==> src/rtl/ops_pkg.sv <==
// Shared types and sizing helpers for the spectral ingest path.
// The packer FSM encoding and counter-width helpers live here so control logic agrees on them.
package ops_pkg;

  typedef enum logic [1:0] {
    IDLE   = 2'd0,
    STREAM = 2'd1,
    DRAIN  = 2'd2
  } packer_state_t;

  localparam int DEFAULT_SPECTRAL_BANDS = 188;
  localparam int DEFAULT_IN_WIDTH       = 16;
  localparam int DEFAULT_CONCAT         = 4;
  localparam int DEFAULT_TOTAL_PIXELS   = 47500;

  // Width able to hold 0..n-1; never collapses to zero bits.
  function automatic int cnt_width(input int n);
    return (n > 1) ? $clog2(n) : 1;
  endfunction

  function automatic int beats_per_pixel(input int bands, input int concat);
    return (bands + concat - 1) / concat;
  endfunction

  localparam int BEATS_PER_PIXEL = beats_per_pixel(DEFAULT_SPECTRAL_BANDS, DEFAULT_CONCAT);
  localparam int BAND_W          = cnt_width(DEFAULT_SPECTRAL_BANDS);
  localparam int LANE_W          = cnt_width(DEFAULT_CONCAT);
  localparam int PIXEL_W         = cnt_width(DEFAULT_TOTAL_PIXELS);

endpackage

==> src/rtl/beat_fifo2.sv <==
// Two-entry FIFO for packed beats; the head entry is presented directly on head_data.
// Contents are flops so an asynchronous reset can clear the visible head to zero.
module beat_fifo2 #(
  parameter int WIDTH = 81
) (
  input  logic             clk,
  input  logic             rst,
  input  logic             push,
  input  logic [WIDTH-1:0] push_data,
  input  logic             pop,
  output logic [WIDTH-1:0] head_data,
  output logic [1:0]       count,
  output logic             full,
  output logic             empty
);

  logic [WIDTH-1:0] mem_reg [2];
  logic             wr_ptr_reg;
  logic             rd_ptr_reg;
  logic [1:0]       count_reg;
  logic             do_push;
  logic             do_pop;

  assign full    = (count_reg == 2'd2);
  assign empty   = (count_reg == 2'd0);
  assign do_push = push && !full;
  assign do_pop  = pop && !empty;

  always_ff @(posedge clk or negedge rst) begin
    if (!rst) begin
      mem_reg[0] <= '0;
      mem_reg[1] <= '0;
      wr_ptr_reg <= 1'b0;
      rd_ptr_reg <= 1'b0;
      count_reg  <= 2'd0;
    end else begin
      if (do_push) begin
        mem_reg[wr_ptr_reg] <= push_data;
        wr_ptr_reg          <= ~wr_ptr_reg;
      end
      if (do_pop) begin
        rd_ptr_reg <= ~rd_ptr_reg;
      end
      case ({do_push, do_pop})
        2'b10:   count_reg <= count_reg + 2'd1;
        2'b01:   count_reg <= count_reg - 2'd1;
        default: count_reg <= count_reg;
      endcase
    end
  end

  assign head_data = mem_reg[rd_ptr_reg];
  assign count     = count_reg;

endmodule

==> src/rtl/pixel_stream_packer.sv <==
// Packs CONCAT consecutive spectral samples into one beat, zero-padding the last beat of a pixel,
// and tracks band/pixel position through a frame with a two-beat output buffer.
module pixel_stream_packer
  import ops_pkg::*;
#(
  parameter int SPECTRAL_BANDS = 188,
  parameter int IN_WIDTH       = 16,
  parameter int CONCAT         = 4,
  parameter int TOTAL_PIXELS   = 47500
) (
  input  logic                                clk,
  input  logic                                rst,
  input  logic                                start,
  input  logic [IN_WIDTH-1:0]                 s_data,
  input  logic                                s_valid,
  input  logic                                s_last,
  output logic                                s_ready,
  output logic [CONCAT*IN_WIDTH-1:0]          m_data,
  output logic                                m_valid,
  input  logic                                m_ready,
  output logic                                m_last,
  output logic [cnt_width(TOTAL_PIXELS)-1:0]  m_pixel_idx,
  output logic                                frame_done,
  output logic                                busy,
  output logic                                err_last
);

  localparam int LANE_BITS  = cnt_width(CONCAT);
  localparam int BAND_BITS  = cnt_width(SPECTRAL_BANDS);
  localparam int PIXEL_BITS = cnt_width(TOTAL_PIXELS);
  localparam int DATA_W     = CONCAT * IN_WIDTH;
  localparam int ENTRY_W    = 1 + PIXEL_BITS + DATA_W;

  packer_state_t          state_reg, state_next;
  logic [BAND_BITS-1:0]   band_reg;
  logic [LANE_BITS-1:0]   lane_reg;
  logic [PIXEL_BITS-1:0]  pixel_reg;
  logic                   err_last_reg;

  logic                   accept;
  logic                   last_band;
  logic                   last_lane;
  logic                   last_pixel;
  logic                   beat_done;
  logic [DATA_W-1:0]      beat_data;

  logic [ENTRY_W-1:0]     fifo_head;
  logic [1:0]             fifo_count;
  logic                   fifo_full;
  logic                   fifo_empty;
  logic                   fifo_pop;

  assign accept     = s_valid && s_ready;
  assign last_band  = (band_reg == BAND_BITS'(SPECTRAL_BANDS - 1));
  assign last_lane  = (lane_reg == LANE_BITS'(CONCAT - 1));
  assign last_pixel = (pixel_reg == PIXEL_BITS'(TOTAL_PIXELS - 1));
  assign beat_done  = accept && (last_lane || last_band);

  // Outgoing beat: earlier lanes from the holding registers, the current lane straight
  // from s_data, and any lane beyond the current one forced to zero (pixel-end padding).
  for (genvar gi = 0; gi < CONCAT; gi++) begin : gen_lane
    logic [IN_WIDTH-1:0] sample_reg;

    always_ff @(posedge clk or negedge rst) begin
      if (!rst) begin
        sample_reg <= '0;
      end else if (accept && (lane_reg == LANE_BITS'(gi))) begin
        sample_reg <= s_data;
      end
    end

    assign beat_data[gi*IN_WIDTH +: IN_WIDTH] =
        (lane_reg == LANE_BITS'(gi)) ? s_data :
        (LANE_BITS'(gi) < lane_reg)  ? sample_reg : '0;
  end

  always_ff @(posedge clk or negedge rst) begin
    if (!rst) begin
      state_reg <= IDLE;
    end else begin
      state_reg <= state_next;
    end
  end

  always_comb begin
    state_next = state_reg;
    s_ready    = 1'b0;
    busy       = 1'b0;
    frame_done = 1'b0;
    case (state_reg)
      IDLE: begin
        if (start) state_next = STREAM;
      end
      STREAM: begin
        busy    = 1'b1;
        s_ready = !fifo_full;
        if (beat_done && last_band && last_pixel) state_next = DRAIN;
      end
      DRAIN: begin
        busy = 1'b1;
        // The frame's final beat is the only entry left once the count is down to one.
        frame_done = m_valid && m_ready && (fifo_count == 2'd1);
        if (frame_done) state_next = IDLE;
      end
      default: state_next = IDLE;
    endcase
  end

  always_ff @(posedge clk or negedge rst) begin
    if (!rst) begin
      band_reg     <= '0;
      lane_reg     <= '0;
      pixel_reg    <= '0;
      err_last_reg <= 1'b0;
    end else if (state_reg == IDLE) begin
      if (start) begin
        band_reg     <= '0;
        lane_reg     <= '0;
        pixel_reg    <= '0;
        err_last_reg <= 1'b0;
      end
    end else if (accept) begin
      if (s_last != last_band) err_last_reg <= 1'b1;
      lane_reg <= beat_done ? '0 : lane_reg + 1'b1;
      if (last_band) begin
        band_reg  <= '0;
        pixel_reg <= pixel_reg + 1'b1;
      end else begin
        band_reg <= band_reg + 1'b1;
      end
    end
  end

  assign fifo_pop = m_valid && m_ready;

  beat_fifo2 #(
    .WIDTH (ENTRY_W)
  ) u_fifo (
    .clk       (clk),
    .rst       (rst),
    .push      (beat_done),
    .push_data ({last_band, pixel_reg, beat_data}),
    .pop       (fifo_pop),
    .head_data (fifo_head),
    .count     (fifo_count),
    .full      (fifo_full),
    .empty     (fifo_empty)
  );

  assign m_valid                        = !fifo_empty;
  assign {m_last, m_pixel_idx, m_data}  = fifo_head;
  assign err_last                       = err_last_reg;

endmodule
==> config.mk <==
export PLATFORM = sky130hd
export DESIGN_NAME = pixel_stream_packer
export DESIGN_NICKNAME = d
export VERILOG_FILES = /design/src/rtl/ops_pkg.sv /design/src/rtl/beat_fifo2.sv /design/src/rtl/pixel_stream_packer.sv
export SDC_FILE = /design/constraint.sdc
export NUM_CORES = 1
export LEC_CHECK = 0
export CORE_AREA = 8 8 148 150
export CTS_BUF_LIST = sky130_fd_sc_hd__clkbuf_4
export DETAILED_ROUTE_END_ITERATION = 6
export DIE_AREA = 0 0 156 158
export GPL_ROUTABILITY_DRIVEN = 0
export PLACE_DENSITY = 0.82
export SLEW_MARGIN = 20
export SYNTH_ARGS = -nofsm -noshare
export SYNTH_HDL_FRONTEND = slang
export SYNTH_SLANG_ARGS = --single-unit
==> constraint.sdc <==
create_clock -name clk -period 2.85 [get_ports clk]
set_input_delay 0.57 -clock clk [delete_from_list [all_inputs] [get_ports clk]]
set_output_delay 0.57 -clock clk [all_outputs]
set_load 0.005 [all_outputs]
==> impl_metrics.csv <==
group,metric,value,unit
outcome,status,"finished clean",
finish,fill_cells,1428,
timing,rsz0062_at_grt,"true",
drt,route.vias.total,7455,
logic_synthesis,ys.flop_type,"dfrtp_1",
drt,drt_first_pass_iters,4,
grt,grt_pass1_wl,42.0,mm
job,cap_violations,0,
placed_design,dp_cells,1211,
drt,drt_iter0_drc,580,
setup_path,arrival,2220,ps
setup_path,cp-end-kind,"primary output",
drt,wl_per_cell,19.5,um
clock_network,cts_tree,"done",
timing,fin_tns_setup,0,ps
placed_design,port_buffers,107,
clock_network,clk_pin_slew,70,ps
timing,min_period,2790,ps
clock_network,cts.sinks,243,
timing,worst_pin_slew,790,ps
timing,finalWorstSetupSlack,55.8,ps
finish,final_cell_mix,"mux2_2 (292), dfrtp_1 (242), clkbuf_4 (95)",
floorplan,rows,52,
setup_path,reg2reg_slack,510,ps
placed_design,placed_area,0.0129,sq mm
power_and_ir_drop,p_per_area,721,mW/mm^2
logic_synthesis,synth_cell_type_count,51,
finish,layoutNonFillerInstCount,1324,
setup_path,timing_worst_setup_path_type,"flop to primary output",
drt,via_per_inst,5.63,
timing,slew_violations,0,
timing,finalHoldViolations,0,
floorplan,chipHeight,158,um
drt,wl,25.8,mm
grt,grt_max_degree,70,
setup_path,required,2280,ps
logic_synthesis,synth.avg_cell_area,13.3,sq um
floorplan,io_pins,108,
placed_design,place_ws,294,ps
power_and_ir_drop,leakage,7.27,nW
placed_design,dp_hpwl,16.7,mm
clock_network,cts_made_buffers,66,
logic_synthesis,ys_ff_latch,243,
floorplan,coreArea,0.0197,sq mm
drt,final_antenna_net_count,0,
timing,fmax,0.358,GHz
clock_network,clock_path_buffers,3,
clock_network,clock_latency,640,ps
setup_path,worstPathMaxFanout,26,
timing,fin_crit_sh,98.0,%
logic_synthesis,ys_seq_area_share,52.7,%
logic_synthesis,yosys_warnings,0,
timing,fin_skew,31.4,ps
grt,gr-total-overflow,0,
finish,largest_reg_flops,162,
grt,grt_pass1_vias,7980,
floorplan,start_util,58.5,%
finish,nets,1048,
clock_network,root_buffer,"clkbuf_4",
floorplan,dieArea,0.0246,sq mm
logic_synthesis,synthCells,865,
finish,drive_gt1_share,41.0,%
setup_path,startpoint_type,"flop",
logic_synthesis,synth_edf_count,0,
timing,setup_viol,0,
finish,layout_commonest_cell,"mux2_2",
finish,multi_input_area,0.00510,sq mm
finish,stdcell_area,0.0138,sq mm
power_and_ir_drop,vdd_ir_drop_max,0.560,mV
floorplan,die_width,156,um
grt,grtUsageTotal,21.7,%
finish,regArea,0.00608,sq mm
clock_network,cts_max_level,3,
power_and_ir_drop,total_power,0.00996,W
logic_synthesis,async_flop_share,100,%
timing,relSlewSlack,47.1,%
logic_synthesis,syn_area,0.0115,sq mm
logic_synthesis,synth_nets,901,
finish,syn_to_final_growth,19.9,%
drt,drcViolationCount,0,
min_path,min_path_type,"input pin to async pin",
grt,antenna_found_initial,1,
[worst paths after layout]
check,startpoint,cells past startpoint,to
worst max register to register,band_reg[0],6,u_fifo.mem_reg[5]
worst min register to register,u_fifo.mem_reg[97],1,u_fifo.mem_reg[97]
worst min-delay path,rst,2,u_fifo.mem_reg[41]
min in group clk,u_fifo.mem_reg[97],1,u_fifo.mem_reg[97]
max in group asynchronous,rst,3,u_fifo.rd_ptr_reg
worst max-delay path,u_fifo.rd_ptr_reg,3,m_pixel_idx[5]
[cells in the mapped netlist, drive strengths merged (5+ instances only)]
| cell | n | area share [%] |
|---|---|---|
| inv | 10 | 0.33 |
| nand4 | 12 | 0.65 |
| or4 | 6 | 0.39 |
| dfrtp | 243 | 53 |
| nor3 | 5 | 0.31 |
| and2 | 17 | 0.92 |
| o21ai | 26 | 1.1 |
| nand2 | 55 | 1.8 |
| buf | 23 | 1.9 |
| mux2 | 304 | 30 |
| xor2 | 5 | 0.38 |
| nand3 | 11 | 0.48 |
| nor2 | 8 | 0.26 |
| a21oi | 14 | 0.71 |
| o31ai | 8 | 0.56 |
| nand3b | 5 | 0.33 |
| xnor2 | 5 | 0.38 |
| a22o | 16 | 1.2 |
| clkbuf | 31 | 1.0 |
| ha | 14 | 1.5 |
[worst max-delay path: stages, from the launching register on]
cell	delay [ps]
dfrtp_4	540
buf_12	230
mux2_2	370
clkdlybuf4s50_1	450
[final cells by class]
type	count	share of cell area (%)
timing repair buffer	133	10.8
inverter	10	0.271
clock buffer	95	5.16
sequential	243	44.0
tap	270	2.44
clock inverter	14	0.380
antenna	1	0.0181
multi-input combinational	558	36.9
[logic make-up (layout without fill, tap and decap cells)]
family / Yosys count / count (layout) / share of synthesized area (%)
compound gates: 79 / 79 / 4.70
xor+xnor: 10 / 10 / 0.759
fa+ha+maj: 14 / 14 / 1.52
buf+inv: 64 / 252 / 3.23
flops: 243 / 243 / 52.7
mux: 307 / 307 / 29.9
other cells: 0 / 1 / 0
simple gates: 148 / 148 / 7.12
[metrics by stage]
| stage | util, % | hold slack (ps) |
|---|---|---|
| after floorplan | - | 274 |
| after global placement | 65.4 | 465 |
| after detailed placement | 65.4 | 475 |
| after CTS | 69.5 | 456 |
| after global routing | 70.1 | 486 |
| final | 70.1 | 478 |
[power by group]
group | total [W] | switching, W | internal, W
combinational | 0.00277 | 0.00135 | 0.00143
sequential | 0.00430 | 0.000329 | 0.00397
clock | 0.00289 | 0.00137 | 0.00152
[metal layers]
metal | GRT usage [%] | vias to the layer above | wire [um]
met5 | 0 | - | 0
met3 | 4.67 | 30 | 1220
met1 | 27.0 | 3810 | 11200
met4 | 8.78 | 0 | 491
li1 | - | 3440 | -
met2 | 36.3 | 175 | 12900
[repair_timing]
action	4_1_cts	5_1_grt
setup buffers	1	1
hold buffers	1	0
endpoints found under the hold margin	65	0
endpoints found under the setup margin	68	50
gates resized for setup	4	44
Note: power is estimated with default switching activity, not from simulation.
